<file path="src/rtl/pipeline_ctrl_if.sv">
// ---------------------------------------------------------------------------
// pipeline_ctrl_if
//
// Pipeline-side bus between the five-stage core and pipeline_ctrl.
//   if_busy, mem_busy, ld_hazard : wait / hazard lines from fetch, memory, decode
//   mem_en, mem_pc, mem_ctrl_op,
//   mem_dst_addr, mem_exp_code,
//   mem_out                      : MEM-stage instruction as seen by the controller
//   *_stall, *_flush             : per-stage stall and flush controls
//   new_pc                       : redirect target, valid while if_flush = 1
//
// Modports: master = pipeline (drives busy/hazard/MEM fields),
//           slave  = pipeline_ctrl (drives stalls, flushes, new_pc).
// ---------------------------------------------------------------------------
interface pipeline_ctrl_if;
    logic        if_busy;
    logic        mem_busy;
    logic        ld_hazard;
    logic        mem_en;
    logic [29:0] mem_pc;
    logic [1:0]  mem_ctrl_op;
    logic [4:0]  mem_dst_addr;
    logic [2:0]  mem_exp_code;
    logic [31:0] mem_out;
    logic        if_stall;
    logic        id_stall;
    logic        ex_stall;
    logic        mem_stall;
    logic        if_flush;
    logic        id_flush;
    logic        ex_flush;
    logic        mem_flush;
    logic [29:0] new_pc;

    modport master (
        output if_busy, mem_busy, ld_hazard,
        output mem_en, mem_pc, mem_ctrl_op, mem_dst_addr, mem_exp_code, mem_out,
        input  if_stall, id_stall, ex_stall, mem_stall,
        input  if_flush, id_flush, ex_flush, mem_flush,
        input  new_pc
    );

    modport slave (
        input  if_busy, mem_busy, ld_hazard,
        input  mem_en, mem_pc, mem_ctrl_op, mem_dst_addr, mem_exp_code, mem_out,
        output if_stall, id_stall, ex_stall, mem_stall,
        output if_flush, id_flush, ex_flush, mem_flush,
        output new_pc
    );
endinterface

</file>
<file path="src/rtl/pipeline_ctrl.sv">
// ---------------------------------------------------------------------------
// pipeline_ctrl
//
// Pipeline controller for the five-stage core: per-stage stall/flush
// generation, control-register file, WRCR/EXRT commit and exception /
// interrupt entry, all decided from the MEM stage.
//
// Ports:
//   clk, reset_     : core clock, asynchronous active-low reset
//   pl (slave)      : pipeline bus (busy/hazard in, MEM fields in,
//                     stalls/flushes/new_pc out)
//   creg_rd_addr    : control-register read address from the decoder
//   creg_rd_data    : combinational control-register read data
//   exe_mode        : 1 = kernel, 0 = user
//   irq             : level-sensitive external interrupt lines
//   int_detect      : pending, unmasked interrupt while int_en = 1
//
// Build option: define PIPELINE_CTRL_IRQ_EN to implement interrupt
// detection, INT_MASK (reg 5) and the IRQ view (reg 6). Without it those
// registers read 0, ignore writes, and int_detect is tied low.
// ---------------------------------------------------------------------------
module pipeline_ctrl #(
    parameter logic [29:0] RESET_VECTOR = 30'h0,
    parameter int          IRQ_W        = 8
) (
    input  logic             clk,
    input  logic             reset_,
    pipeline_ctrl_if.slave   pl,
    input  logic [4:0]       creg_rd_addr,
    output logic [31:0]      creg_rd_data,
    output logic             exe_mode,
    input  logic [IRQ_W-1:0] irq,
    output logic             int_detect
);
    localparam logic [1:0] CTRL_OP_WRCR    = 2'd1;
    localparam logic [1:0] CTRL_OP_EXRT    = 2'd2;
    localparam logic [2:0] ISA_EXP_NO_EXP  = 3'd0;
    localparam logic [2:0] ISA_EXP_EXT_INT = 3'd1;
    localparam logic       CPU_KERNEL_MODE = 1'b1;

    localparam logic [4:0] CREG_STATUS     = 5'd0;
    localparam logic [4:0] CREG_PRE_STATUS = 5'd1;
    localparam logic [4:0] CREG_EPC        = 5'd2;
    localparam logic [4:0] CREG_EXP_VECTOR = 5'd3;
    localparam logic [4:0] CREG_CAUSE      = 5'd4;
    localparam logic [4:0] CREG_INT_MASK   = 5'd5;
    localparam logic [4:0] CREG_IRQ        = 5'd6;

    typedef enum logic {ST_BOOT, ST_RUN} state_t;

    state_t      state_q, state_d;
    logic        exe_mode_q, exe_mode_d;
    logic        int_en_q, int_en_d;
    logic [31:0] pre_status_q, pre_status_d;
    logic [31:0] epc_q, epc_d;
    logic [31:0] exp_vector_q, exp_vector_d;
    logic [2:0]  cause_q, cause_d;
`ifdef PIPELINE_CTRL_IRQ_EN
    logic [IRQ_W-1:0] int_mask_q, int_mask_d;
`endif

    logic        stall;
    logic        stall_all;
    logic        hazard_stall;
    logic        flush_all;
    logic        id_bubble;
    logic [29:0] new_pc_c;

`ifdef PIPELINE_CTRL_IRQ_EN
    assign int_detect = int_en_q & (|(irq & ~int_mask_q));
`else
    logic unused_irq;
    assign unused_irq = ^irq;
    assign int_detect = 1'b0;
`endif

    assign stall    = pl.if_busy | pl.mem_busy;
    assign exe_mode = exe_mode_q;

    // Control-register read port; no bypass from a WRCR being committed.
    always_comb begin
        creg_rd_data = 32'h0;
        case (creg_rd_addr)
            CREG_STATUS:     creg_rd_data = {30'b0, int_en_q, exe_mode_q};
            CREG_PRE_STATUS: creg_rd_data = pre_status_q;
            CREG_EPC:        creg_rd_data = epc_q;
            CREG_EXP_VECTOR: creg_rd_data = exp_vector_q;
            CREG_CAUSE:      creg_rd_data = {29'b0, cause_q};
`ifdef PIPELINE_CTRL_IRQ_EN
            CREG_INT_MASK:   creg_rd_data[IRQ_W-1:0] = int_mask_q;
            CREG_IRQ:        creg_rd_data[IRQ_W-1:0] = irq;
`endif
            default:         creg_rd_data = 32'h0;
        endcase
    end

    // Next state, register updates and pipeline controls.
    always_comb begin
        state_d      = state_q;
        exe_mode_d   = exe_mode_q;
        int_en_d     = int_en_q;
        pre_status_d = pre_status_q;
        epc_d        = epc_q;
        exp_vector_d = exp_vector_q;
        cause_d      = cause_q;
`ifdef PIPELINE_CTRL_IRQ_EN
        int_mask_d   = int_mask_q;
`endif
        stall_all    = 1'b0;
        hazard_stall = 1'b0;
        flush_all    = 1'b0;
        id_bubble    = 1'b0;
        new_pc_c     = '0;

        case (state_q)
            ST_BOOT: begin
                // Stalls stay low here so the boot redirect always lands.
                state_d   = ST_RUN;
                flush_all = 1'b1;
                new_pc_c  = RESET_VECTOR;
            end
            default: begin
                stall_all = stall;
                if (!stall && pl.mem_en) begin
                    if ((pl.mem_exp_code != ISA_EXP_NO_EXP) || int_detect) begin
                        flush_all    = 1'b1;
                        new_pc_c     = exp_vector_q[31:2];
                        pre_status_d = {30'b0, int_en_q, exe_mode_q};
                        exe_mode_d   = CPU_KERNEL_MODE;
                        int_en_d     = 1'b0;
                        epc_d        = {pl.mem_pc, 2'b00};
                        cause_d      = (pl.mem_exp_code != ISA_EXP_NO_EXP) ?
                                       pl.mem_exp_code : ISA_EXP_EXT_INT;
                    end else if (pl.mem_ctrl_op == CTRL_OP_EXRT) begin
                        flush_all  = 1'b1;
                        new_pc_c   = epc_q[31:2];
                        int_en_d   = pre_status_q[1];
                        exe_mode_d = pre_status_q[0];
                    end else if (pl.mem_ctrl_op == CTRL_OP_WRCR) begin
                        // Refetch the next instruction so it sees the new value.
                        flush_all = 1'b1;
                        new_pc_c  = pl.mem_pc + 30'd1;
                        case (pl.mem_dst_addr)
                            CREG_STATUS:     {int_en_d, exe_mode_d} = pl.mem_out[1:0];
                            CREG_PRE_STATUS: pre_status_d = pl.mem_out;
                            CREG_EPC:        epc_d        = pl.mem_out;
                            CREG_EXP_VECTOR: exp_vector_d = pl.mem_out;
                            CREG_CAUSE:      cause_d      = pl.mem_out[2:0];
`ifdef PIPELINE_CTRL_IRQ_EN
                            CREG_INT_MASK:   int_mask_d   = pl.mem_out[IRQ_W-1:0];
`endif
                            default: ;
                        endcase
                    end
                end
                // A redirect wins over the hazard: holding IF would drop new_pc.
                hazard_stall = pl.ld_hazard & ~flush_all;
                id_bubble    = pl.ld_hazard & ~stall;
            end
        endcase
    end

    assign pl.if_stall  = stall_all | hazard_stall;
    assign pl.id_stall  = stall_all;
    assign pl.ex_stall  = stall_all;
    assign pl.mem_stall = stall_all;
    assign pl.if_flush  = flush_all;
    assign pl.id_flush  = flush_all | id_bubble;
    assign pl.ex_flush  = flush_all;
    assign pl.mem_flush = flush_all;
    assign pl.new_pc    = new_pc_c;

    always_ff @(posedge clk or negedge reset_) begin
        if (!reset_) begin
            state_q      <= ST_BOOT;
            exe_mode_q   <= CPU_KERNEL_MODE;
            int_en_q     <= 1'b0;
            pre_status_q <= 32'h0;
            epc_q        <= 32'h0;
            exp_vector_q <= 32'h0;
            cause_q      <= 3'h0;
`ifdef PIPELINE_CTRL_IRQ_EN
            int_mask_q   <= '1;
`endif
        end else begin
            state_q      <= state_d;
            exe_mode_q   <= exe_mode_d;
            int_en_q     <= int_en_d;
            pre_status_q <= pre_status_d;
            epc_q        <= epc_d;
            exp_vector_q <= exp_vector_d;
            cause_q      <= cause_d;
`ifdef PIPELINE_CTRL_IRQ_EN
            int_mask_q   <= int_mask_d;
`endif
        end
    end
endmodule

</file>
<file path="src/flat_wrapper.sv">
// flat-port wrapper written by rule: the top's interface ports become plain ports
module pipeline_ctrl_flat 
#(
    parameter logic [29:0] RESET_VECTOR = 30'h0,
    parameter int          IRQ_W        = 8
)
  (clk, reset_, creg_rd_addr, creg_rd_data, exe_mode, irq, int_detect, pl_if_busy, pl_mem_busy, pl_ld_hazard, pl_mem_en, pl_mem_pc, pl_mem_ctrl_op, pl_mem_dst_addr, pl_mem_exp_code, pl_mem_out, pl_if_stall, pl_id_stall, pl_ex_stall, pl_mem_stall, pl_if_flush, pl_id_flush, pl_ex_flush, pl_mem_flush, pl_new_pc);
  pipeline_ctrl_if pl_i ();
  input  logic clk;
  input  logic reset_;
  input  logic [4:0] creg_rd_addr;
  output logic [31:0] creg_rd_data;
  output logic exe_mode;
  input  logic [IRQ_W-1:0] irq;
  output logic int_detect;
  input wire logic [$bits(pl_i.if_busy)-1:0] pl_if_busy;
  input wire logic [$bits(pl_i.mem_busy)-1:0] pl_mem_busy;
  input wire logic [$bits(pl_i.ld_hazard)-1:0] pl_ld_hazard;
  input wire logic [$bits(pl_i.mem_en)-1:0] pl_mem_en;
  input wire logic [$bits(pl_i.mem_pc)-1:0] pl_mem_pc;
  input wire logic [$bits(pl_i.mem_ctrl_op)-1:0] pl_mem_ctrl_op;
  input wire logic [$bits(pl_i.mem_dst_addr)-1:0] pl_mem_dst_addr;
  input wire logic [$bits(pl_i.mem_exp_code)-1:0] pl_mem_exp_code;
  input wire logic [$bits(pl_i.mem_out)-1:0] pl_mem_out;
  output wire logic [$bits(pl_i.if_stall)-1:0] pl_if_stall;
  output wire logic [$bits(pl_i.id_stall)-1:0] pl_id_stall;
  output wire logic [$bits(pl_i.ex_stall)-1:0] pl_ex_stall;
  output wire logic [$bits(pl_i.mem_stall)-1:0] pl_mem_stall;
  output wire logic [$bits(pl_i.if_flush)-1:0] pl_if_flush;
  output wire logic [$bits(pl_i.id_flush)-1:0] pl_id_flush;
  output wire logic [$bits(pl_i.ex_flush)-1:0] pl_ex_flush;
  output wire logic [$bits(pl_i.mem_flush)-1:0] pl_mem_flush;
  output wire logic [$bits(pl_i.new_pc)-1:0] pl_new_pc;
  assign pl_i.if_busy = pl_if_busy;
  assign pl_i.mem_busy = pl_mem_busy;
  assign pl_i.ld_hazard = pl_ld_hazard;
  assign pl_i.mem_en = pl_mem_en;
  assign pl_i.mem_pc = pl_mem_pc;
  assign pl_i.mem_ctrl_op = pl_mem_ctrl_op;
  assign pl_i.mem_dst_addr = pl_mem_dst_addr;
  assign pl_i.mem_exp_code = pl_mem_exp_code;
  assign pl_i.mem_out = pl_mem_out;
  assign pl_if_stall = pl_i.if_stall;
  assign pl_id_stall = pl_i.id_stall;
  assign pl_ex_stall = pl_i.ex_stall;
  assign pl_mem_stall = pl_i.mem_stall;
  assign pl_if_flush = pl_i.if_flush;
  assign pl_id_flush = pl_i.id_flush;
  assign pl_ex_flush = pl_i.ex_flush;
  assign pl_mem_flush = pl_i.mem_flush;
  assign pl_new_pc = pl_i.new_pc;
  pipeline_ctrl #(.RESET_VECTOR(RESET_VECTOR), .IRQ_W(IRQ_W)) u_core (.clk(clk), .reset_(reset_), .pl(pl_i), .creg_rd_addr(creg_rd_addr), .creg_rd_data(creg_rd_data), .exe_mode(exe_mode), .irq(irq), .int_detect(int_detect));
endmodule
</file>
<file path="config.mk">
export PLATFORM = sky130hd
export DESIGN_NAME = pipeline_ctrl_flat
export DESIGN_NICKNAME = d
export VERILOG_FILES = /design/src/rtl/pipeline_ctrl_if.sv /design/src/rtl/pipeline_ctrl.sv /design/src/flat_wrapper.sv
export SDC_FILE = /design/constraint.sdc
export NUM_CORES = 1
export LEC_CHECK = 0
export CORE_MARGIN = 4
export CORE_UTILIZATION = 45
export DETAILED_ROUTE_END_ITERATION = 6
export PLACE_DENSITY = 0.83
export SYNTH_ARGS = -nofsm -noshare
export SYNTH_HDL_FRONTEND = slang
export SYNTH_SLANG_ARGS = --single-unit
</file>
<file path="constraint.sdc">
create_clock -name clk -period 1.8 [get_ports clk]
set_clock_uncertainty 0.05 [all_clocks]
set_input_delay 0.36 -clock clk [delete_from_list [all_inputs] [get_ports clk]]
set_output_delay 0.36 -clock clk [all_outputs]
set_load 0.05 [all_outputs]
</file>
==> results.md <==
* GRT Total Usage at 0.406
* Worst EP arrival at 2.15 ns
* Worst R2R Path Depth at 8
* DR vias at 8396
* Sink Count at 102
* WL final at 37400 um
* Crit. End Element: output pin
* #FFs+latches synth at 102
* Synthesis-to-layout area growth at 97.0%
* DRC errors left at 18
* Slew headroom at 0.612
* Least-Margin Pin Slew at 0.582 ns
* WL per Instance at 32.0 um
* Initial antenna violation count at 1
* Clock Path Buffers at 2
* Core Box Area at 13300 um^2
* # H-tree levels at 3
* GRT overflow at 0
* Cell area after synthesis at 6120 um^2
* Post-synthesis sequential area ratio at 0.417
* Cell Rows at 42
* HPWL after DPL at 16100 um
* Vias/cell at 7.18
* CP required at 1.39 ns
* # diodes at 0
* Peak VDD IR at 0.863 mV
* WL met1 at 11600 um
* Top_reg_cell synth: dfrtp_1
* Fmax at 0.391 GHz
* Detail Route met3 WL at 5000 um
* CP max FO at 5
* Period minus WS final at 2.56 ns
* Initial core utilization at 0.460
* Yosys warns at 0
* Crit start category: input port
* Hold Buf Count CTS at 0
* P per Cell Area at 585 nW/um^2
* Die Ht at 125 um
* Synth async-reset ratio at 1.00
* Final TNS setup at -43.90 ns
* Outcome: finished, violations left
* Post-synthesis cell type count at 47
* Failing checks: design-rule violations, negative hold slack, negative setup slack
* Root buf cell: clkbuf_16
* CTS clk-pin slew, worst paths at 0.07 ns
* Net count after synthesis at 780
* Chip Width at 125 um
* EDFF count, synth at 0
* Post-Place Cell Area at 9960 um^2
* I/O pin count at 163
* Final estimated routing congestion in global placement at 0.892
* Post-Synthesis Cells at 686
* Worst hold-check path type: input port to async pin
* Total CTS buffers at 9
* Number of routed nets with antenna violations at 0
* CTS tree: done
* Final Max Tran Viols at 0
* DR pass1 iterations at 7
* Setup violations, final at 168
* Final hold violations at 14
* RSZ-0062 raised after global routing: yes
* Origin of the worst setup path: pl_mem_pc[17]
* Max Cap Viol at 0
* Period utilization at 1.42
* Initial drt markers at 1768
* WHS at -0.0214 ns
* Critical setup path kind: input port to output pin
* Layout cells sized above 1 at 0.535
* Global-route wire length before repair at 48700 um
* NumNets Final at 1082
* Syn avg cell area at 8.92 um^2
* LEAKAGE at 5.24 nW
* Die ar. at 15500 um^2
* Setup ws final at -0.760 ns
* Largest net degree at the start of global routing at 103
* WL met2 at 16900 um
* Buffers on Ports at 153
* Finished Cell Area at 12100 um^2
* Clock Latency Late Sink at 0.37 ns
* Crit Reg-Reg Startpoint: u_core.state_q
* Vias in the first global route at 8228
* Highest routed layer: met4
-- cell families (layout without fill, tap and decap cells) --
kind of cell             after synthesis  in the layout  share of synthesized area
other                                  2              2                    0.00123
XOR/XNOR                              26             26                     0.0372
flip-flops                           102            102                      0.417
adder cells (fa/ha/maj)                3              3                    0.00613
AND/OR/NAND/NOR                      252            252                      0.195
AO/OA/AOI/OAI                        171            171                      0.185
buffers and inverters                 93            400                     0.0718
multiplexers                          37             37                     0.0859
-- final cells by class --
class | count | area [um^2]
tap | 176 | 220
clock buffer | 10 | 229
timing repair buffer | 346 | 4420
clock inverter | 6 | 134
fill | 421 | 1240
sequential | 102 | 2550
multi-input combinational | 491 | 4340
inverter | 38 | 159
-- critical path: stages --
cell	delay (ns)
clkdlybuf4s15_1	0.40
and4_4	0.31
and3_4	0.20
buf_6	0.13
nand4_1	0.19
xor2_2	0.30
o22ai_4	0.10
buf_12	0.16
-- placed cells by master, fill, tap and decap left out, types with 5 or more instances in the layout --
cell,count
a21oi_1,21
a21oi_2,7
a222oi_1,29
a31oi_1,29
a31oi_4,5
and3_1,18
and3_4,6
buf_12,94
buf_16,7
buf_2,6
buf_4,106
buf_6,59
buf_8,11
clkbuf_16,11
clkdlybuf4s50_1,36
dfrtp_1,100
dlygate4sd2_1,16
inv_1,7
inv_2,29
mux2_4,33
nand2_1,96
nand2_2,15
nand3_1,7
nand3_2,6
nand3_4,8
nand4_1,15
nor2_1,33
nor2_4,11
nor3_4,5
o21ai_0,18
o21ai_2,16
o22ai_4,21
xnor2_2,5
xor2_1,6
xor2_2,11
-- registers in the layout, indices dropped and copies added (netlist names) --
name	count
u_core.int_en_q	1
u_core.cause_q	3
u_core.state_q	1
u_core.epc_q	32
u_core.exe_mode	1
u_core.exp_vector_q	32
u_core.pre_status_q	32
-- path summary, 6_finish.rpt --
kind	to	slack [ns]
worst min-delay path	u_core.pre_status_q[6]	-0.02
worst min register to register	u_core.pre_status_q[14]	0.46
max in group asynchronous	u_core.pre_status_q[29]	1.26
worst max register to register	u_core.pre_status_q[17]	-0.28
min in group clk	u_core.epc_q[11]	0.31
worst max-delay path	pl_new_pc[23]	-0.76
-- report_power, final --
group          switching (mW)  internal (mW)  total, mW
combinational           0.978          0.789       1.77
sequential              0.276           2.52       2.79
clock                   0.989           1.50       2.49
total                    2.24           4.81       7.06
-- per-stage QoR --
| step | utilization | worst slack (ns) | hold slack, ns | std cells | power (mW) |
|---|---|---|---|---|---|
| finish | 0.907 | -0.760 | -0.0214 | 1169 | 7.06 |
| global route | 0.907 | -0.741 | 0.0432 | 1169 | 7.17 |
| CTS | 0.879 | -0.474 | 0.0309 | 1153 | 6.58 |
| detailed placement | 0.749 | -1.21 | 0.417 | 1085 | 4.03 |
| global placement | 0.749 | -1.14 | 0.409 | 1085 | 3.97 |
| floorplan | - | -0.333 | 0.0144 | 686 | 3.30 |
-- routing by layer --
metal,global-route usage,vias up
met1,0.451,3940
met4,0.309,0
met5,0,-
met3,0.112,404
li1,-,3075
met2,0.660,977
-- synthesized netlist by cell type, drive strengths merged, types with 3 or more instances --
cell type	number	area share
and3	24	0.025
a31oi	35	0.036
xor2	17	0.024
a21o	4	0.0049
nand3	21	0.017
a222oi	29	0.047
nor2	50	0.036
ha	3	0.0061
inv	38	0.023
buf	21	0.028
dfrtp	101	0.41
nor3	7	0.0065
o22ai	21	0.021
mux2	34	0.081
xnor2	9	0.013
clkbuf	34	0.021
nand2b	3	0.0043
nor4	7	0.0096
a21oi	31	0.026
o21ai	39	0.032
mux2i	3	0.0049
nand2	115	0.071
nand4	15	0.015
a221o	3	0.0049
-- timing repair --
item / in CTS / in global routing
gates cloned: 15 / 1
setup endpoints to repair: 171 / 170
pin swaps: 102 / 70
buffers inserted: 42 / 31
gates resized for setup: 291 / 93
Note: power is estimated with default switching activity, not from simulation.
